===== config.mk =====
export PLATFORM = sky130hd
export DESIGN_NAME = mfp_ahb_ram_arbiter
export DESIGN_NICKNAME = d
export VERILOG_FILES = /design/src/rtl/mfp_ahb_ram_arbiter.sv
export SDC_FILE = /design/constraint.sdc
export NUM_CORES = 1
export LEC_CHECK = 0
export CORE_AREA = 5 5 124 126
export CTS_CLUSTER_SIZE = 14
export DETAILED_ROUTE_END_ITERATION = 12
export DIE_AREA = 0 0 129 131
export PLACE_DENSITY = 0.82
export SLEW_MARGIN = 5
export SYNTH_ARGS = -nofsm -noshare
export SYNTH_HDL_FRONTEND = slang
export SYNTH_SLANG_ARGS = --single-unit

===== constraint.sdc =====
create_clock -name HCLK -period 2.69 [get_ports HCLK]
set_input_delay 0.4035 -clock HCLK [delete_from_list [all_inputs] [get_ports HCLK]]
set_output_delay 0.4035 -clock HCLK [all_outputs]
set_load 0.05 [all_outputs]

===== src/rtl/mfp_ahb_ram_arbiter.sv =====
// Two-master AHB-Lite arbiter in front of a zero-wait single-port RAM slave.
// A losing address phase is parked in a pending register and replayed next cycle.
module mfp_ahb_ram_arbiter #(
    parameter bit RR_ENABLE  = 1'b1,
    parameter int ADDR_WIDTH = 32
) (
    input  logic                  HCLK,
    input  logic                  HRESET,

    input  logic                  M0_HSEL,
    input  logic [ADDR_WIDTH-1:0] M0_HADDR,
    input  logic [1:0]            M0_HTRANS,
    input  logic                  M0_HWRITE,
    input  logic [2:0]            M0_HSIZE,
    input  logic [2:0]            M0_HBURST,
    input  logic                  M0_HMASTLOCK,
    input  logic [31:0]           M0_HWDATA,
    output logic [31:0]           M0_HRDATA,
    output logic                  M0_HREADY,
    output logic                  M0_HRESP,

    input  logic                  M1_HSEL,
    input  logic [ADDR_WIDTH-1:0] M1_HADDR,
    input  logic [1:0]            M1_HTRANS,
    input  logic                  M1_HWRITE,
    input  logic [2:0]            M1_HSIZE,
    input  logic [2:0]            M1_HBURST,
    input  logic                  M1_HMASTLOCK,
    input  logic [31:0]           M1_HWDATA,
    output logic [31:0]           M1_HRDATA,
    output logic                  M1_HREADY,
    output logic                  M1_HRESP,

    output logic                  S_HSEL,
    output logic [ADDR_WIDTH-1:0] S_HADDR,
    output logic [1:0]            S_HTRANS,
    output logic                  S_HWRITE,
    output logic [2:0]            S_HSIZE,
    output logic [2:0]            S_HBURST,
    output logic                  S_HMASTLOCK,
    output logic [31:0]           S_HWDATA,
    input  logic [31:0]           S_HRDATA
);

    typedef struct packed {
        logic [ADDR_WIDTH-1:0] addr;
        logic [1:0]            trans;
        logic                  write;
        logic [2:0]            size;
        logic [2:0]            burst;
        logic                  lock;
    } ap_t;

    ap_t  live0;
    ap_t  live1;
    ap_t  pend0;
    ap_t  pend1;
    ap_t  cand0_ap;
    ap_t  cand1_ap;
    ap_t  win_ap;

    logic wait0;
    logic wait1;
    logic req0;
    logic req1;
    logic cand0;
    logic cand1;
    logic grant0;
    logic grant1;
    logic any_grant;
    logic last;
    logic lock;
    logic lock_owner;
    logic own_cand;
    logic own_grant;
    logic dp_valid;
    logic dp_owner;

    assign live0 = '{addr:  M0_HADDR,
                     trans: M0_HTRANS,
                     write: M0_HWRITE,
                     size:  M0_HSIZE,
                     burst: M0_HBURST,
                     lock:  M0_HMASTLOCK};

    assign live1 = '{addr:  M1_HADDR,
                     trans: M1_HTRANS,
                     write: M1_HWRITE,
                     size:  M1_HSIZE,
                     burst: M1_HBURST,
                     lock:  M1_HMASTLOCK};

    // Live requests are only looked at while the master is not stalled.
    assign req0 = M0_HSEL & M0_HTRANS[1];
    assign req1 = M1_HSEL & M1_HTRANS[1];

    assign cand0 = wait0 | req0;
    assign cand1 = wait1 | req1;

    assign cand0_ap = wait0 ? pend0 : live0;
    assign cand1_ap = wait1 ? pend1 : live1;

    always_comb begin
        grant0 = 1'b0;
        grant1 = 1'b0;
        if (!HRESET) begin
            unique case (1'b1)
                (cand0 && cand1): begin
                    if (lock) begin
                        grant0 = !lock_owner;
                        grant1 = lock_owner;
                    end else if (RR_ENABLE) begin
                        // last holds the previous winner; the other one goes now
                        grant0 = last;
                        grant1 = !last;
                    end else begin
                        grant0 = 1'b1;
                    end
                end
                (cand0 && !cand1): grant0 = 1'b1;
                (!cand0 && cand1): grant1 = 1'b1;
                default: ;
            endcase
        end
    end

    assign any_grant = grant0 | grant1;

    always_comb begin
        win_ap = '0;
        if (grant1) begin
            win_ap = cand1_ap;
        end else if (grant0) begin
            win_ap = cand0_ap;
        end
    end

    assign own_cand  = lock_owner ? cand1 : cand0;
    assign own_grant = lock_owner ? grant1 : grant0;

    always_ff @(posedge HCLK) begin
        if (HRESET) begin
            wait0      <= 1'b0;
            wait1      <= 1'b0;
            pend0      <= '0;
            pend1      <= '0;
            last       <= 1'b1;
            lock       <= 1'b0;
            lock_owner <= 1'b0;
            dp_valid   <= 1'b0;
            dp_owner   <= 1'b0;
        end else begin
            if (grant0) begin
                wait0 <= 1'b0;
            end else if (req0 && !wait0) begin
                wait0 <= 1'b1;
                pend0 <= live0;
            end

            if (grant1) begin
                wait1 <= 1'b0;
            end else if (req1 && !wait1) begin
                wait1 <= 1'b1;
                pend1 <= live1;
            end

            if (any_grant) begin
                last <= grant1;
            end

            dp_valid <= any_grant;
            dp_owner <= grant1;

            if (any_grant && win_ap.lock) begin
                lock       <= 1'b1;
                lock_owner <= grant1;
            end else if (lock && (own_grant || !own_cand)) begin
                lock <= 1'b0;
            end
        end
    end

    assign S_HSEL      = any_grant;
    assign S_HADDR     = win_ap.addr;
    assign S_HTRANS    = win_ap.trans;
    assign S_HWRITE    = win_ap.write;
    assign S_HSIZE     = win_ap.size;
    assign S_HBURST    = win_ap.burst;
    assign S_HMASTLOCK = win_ap.lock;

    always_comb begin
        S_HWDATA = '0;
        if (!HRESET && dp_valid) begin
            S_HWDATA = dp_owner ? M1_HWDATA : M0_HWDATA;
        end
    end

    assign M0_HRDATA = S_HRDATA;
    assign M1_HRDATA = S_HRDATA;
    assign M0_HREADY = HRESET | !wait0;
    assign M1_HREADY = HRESET | !wait1;
    assign M0_HRESP  = 1'b0;
    assign M1_HRESP  = 1'b0;

endmodule


==> qor.csv <==
stage;metric;value;unit
critical_path;Worst Path Buf+Inv;3;
yosys;number of synthesized flops with an enable pin;0;
yosys;synthesized instance count;682;
place;number of port buffers;228;
critical_path;Levels on crit path;7;
global_routing;Tot GR Track Use;0.217;
drt;residual DRC count;0;
critical_path;Slowest-stage cell, CP;clkdlybuf4s50_1;
finish;Final Net Count;1013;
clock_network;clock sinks;91;
clock_network;CTS Buf Count;9;
clock_network;clock latency on the worst-skew pair;0.33;ns
critical_path;largest stage delay on the critical path;0.59;ns
yosys;Synth area leaders;dfxtp_1, mux2i_1, nand2_1, buf_4, a21oi_1;
clock_network;CTS tree;built;
flow_run;maxcap violations;0;
critical_path;FF-to-FF path depth;6;
critical_path;crit path to;S_HBURST[2];
critical_path;register-to-register setup slack;0.55;ns
finish;layout cells sized above 1;0.155;
critical_path;delay-heaviest family, CP;buffers and inverters;
drt;Initial DRT Pass Iterations;4;
pwr;Leakage;2.73;nW
die;Die Area;0.0169;mm2
clock_network;Max clock buf depth;2;
critical_path;worst-path fanout max;25;
global_routing;GRT overflow;0;
yosys;Avg Cell Area, Syn;7.87;um2
drt;Via-to-Cell Ratio;5.07;
critical_path;reg2reg start;wait1;
critical_path;kind of critical path;in2out;
drt;antenna-violating nets left;0;
sta;Final Critical Period;2.59;ns
yosys;sequential share of the synthesized area;0.339;
critical_path;Worst Path Arrival;2.19;ns
sta;Period Utilization, post-route;0.965;
die;I/O Pins;327;
sta;# setup viols final;0;
global_routing;largest net degree at the start of global routing;59;
min_path;Hold Path Class;in2reg;
critical_path;CP startpoint;M1_HSEL;
sta;final hold violation count;0;
sta;Highest Clock Rate;385;MHz
sta;Slew @ Worst Pin;0.740;ns
yosys;top-count cell post-synth;nand2_1;
drt;initial DRC count;307;
sta;Slew Limit Headroom;0.507;
critical_path;crit start category;input pin;
sta;Pins Over Slew Limit;0;
yosys;Yosys Warn Count;0;
die;std cell rows;44;
critical_path;worst r2r dst;pend0[28];
pwr;PwrDens;446;mW/mm2
yosys;most frequent cells after synthesis;nand2_1, mux2i_1, dfxtp_1;
status;status;finished clean;
clock_network;H-tree depth;3;
die;Initial Util;0.378;
clock_network;Clock Pin Slew Worst Setup and Hold Paths;0.06;ns
drt;final WL;19300;um
place;gp weighted congestion;0.911;
yosys;FFs w/ async S/R, synth;0;
clock_network;CTS root buffer;clkbuf_16;
critical_path;Worst Setup End Kind;output port;
die;core footprint;0.0142;mm2
global_routing;initial antenna violation count;1;
yosys;Post-Syn Area;0.00537;mm2
yosys;Netlist cell types;29;
drt;DR WL/cell;19.0;um
drt;Vias;5162;
sta;Setup TNS;0;ns
yosys;top cell type's share of synthesized area;0.339;
global_routing;global-route wire length before repair;28400;um
clock_network;postcts setup bufs;0;
place;post-detail-place hpwl;15200;um
critical_path;CP Cell Sequence;clkdlybuf4s50_1 > a21oi_4 > nor2_1 > nand2_2 > buf_4 > o22ai_1 > buf_12;
finish;Layout Cells excl Fill;1018;
die;DIE WIDTH;129;um
sta;RSZ-0062 raised after global routing;no;
critical_path;Worst Path Required;2.29;ns
yosys;#FFs+latches synth;91;
sta;Fin Clk Skew;0.00576;ns
yosys;Synth area leader;dfxtp_1;
finish;Syn-to-layout area delta;46.2;%
die;Die Span Y;131;um
global_routing;number of global-route vias before repair;5115;
place;placed insts;1002;
yosys;Synth Flop Type;dfxtp_1;
finish;fillers;1257;
pwr;worst IR drop on VDD;0.276;mV
## logic make-up (layout without fill, tap and decap cells)
kind of cell	count (synthesis)	count (layout)	synth area share
AND/OR/NAND/NOR	219	219	0.161
AO/OA/AOI/OAI	134	134	0.144
buffers and inverters	122	272	0.141
multiplexers	115	115	0.215
flip-flops	91	91	0.339
other	1	3	0.000698
## through the flow
stage	setup slack [ns]	utilization	total power, W	area, um2	hold WS, ns
finish	0.0953	0.553	0.00350	7850	0.438
global route	0.00619	0.552	0.00363	7850	0.465
CTS	0.0818	0.552	0.00352	7840	0.439
detailed placement	0.0911	0.532	0.00233	7550	0.446
global placement	0.158	0.532	0.00232	7550	0.438
floorplan	0.291	-	0.00211	5370	0.433
## what timing repair did
action                                  CTS  global route
hold buffers                              0             0
resized for setup                         0             2
endpoints found under the setup margin    0             1
## layer usage
metal | track usage | up-vias | part of all wire
met4 | 0.0778 | 2 | 0.025
met3 | 0.0638 | 38 | 0.089
met2 | 0.379 | 244 | 0.50
met5 | 0 | - | 0.00067
li1 | - | 2542 | -
met1 | 0.253 | 2336 | 0.39
## worst min-delay path by stage
stage / cells past startpoint / slack (ns) / start / end
after detailed placement: 2 / 0.45 / pend1[14] / pend1[14]
final: 2 / 0.44 / HRESET / pend1[9]
after CTS: 2 / 0.44 / HRESET / pend1[9]
after global routing: 2 / 0.47 / HRESET / pend1[9]
after floorplan: 2 / 0.43 / pend1[0] / pend1[0]
after global placement: 2 / 0.44 / pend1[0] / pend1[0]
## layout by cell type (no fill, tap or decap), types with 3 or more instances in the layout
cell               n
a21oi_1           83
buf_12            31
buf_4             73
clkbuf_16          9
clkbuf_8           3
clkdlybuf4s50_1  150
dfxtp_1           88
mux2i_1          114
nand2_1          169
nor2_1            39
nor2b_1            4
o22ai_1           41
## layout make-up
| cell class | instances | area [um2] | share of cell area |
|---|---|---|---|
| Sequential cell | 91 | 1830 | 0.233 |
| Multi-Input combinational cell | 470 | 2820 | 0.360 |
| Inverter | 2 | 7.51 | 0.000956 |
| Clock inverter | 1 | 7.51 | 0.000956 |
| Tap cell | 184 | 230 | 0.0293 |
| Timing Repair Buffer | 255 | 2680 | 0.341 |
| Antenna cell | 1 | 2.50 | 0.000319 |
| Clock buffer | 14 | 274 | 0.0349 |
## state kept, by name, indices dropped and copies added, names as in the netlist
signal / cells
dp_owner: 1
lock_owner: 1
lock: 1
wait0: 1
last: 1
pend0: 42
dp_valid: 1
wait1: 1
pend1: 42
## where the power goes
part           leakage (nW)  switching (W)  internal, W
Clock                 0.135       0.000497     0.000698
Combinational          1.86       0.000472     0.000436
Sequential            0.737      0.0000226      0.00137
No activity file was read; power rests on OpenSTA's default activity.
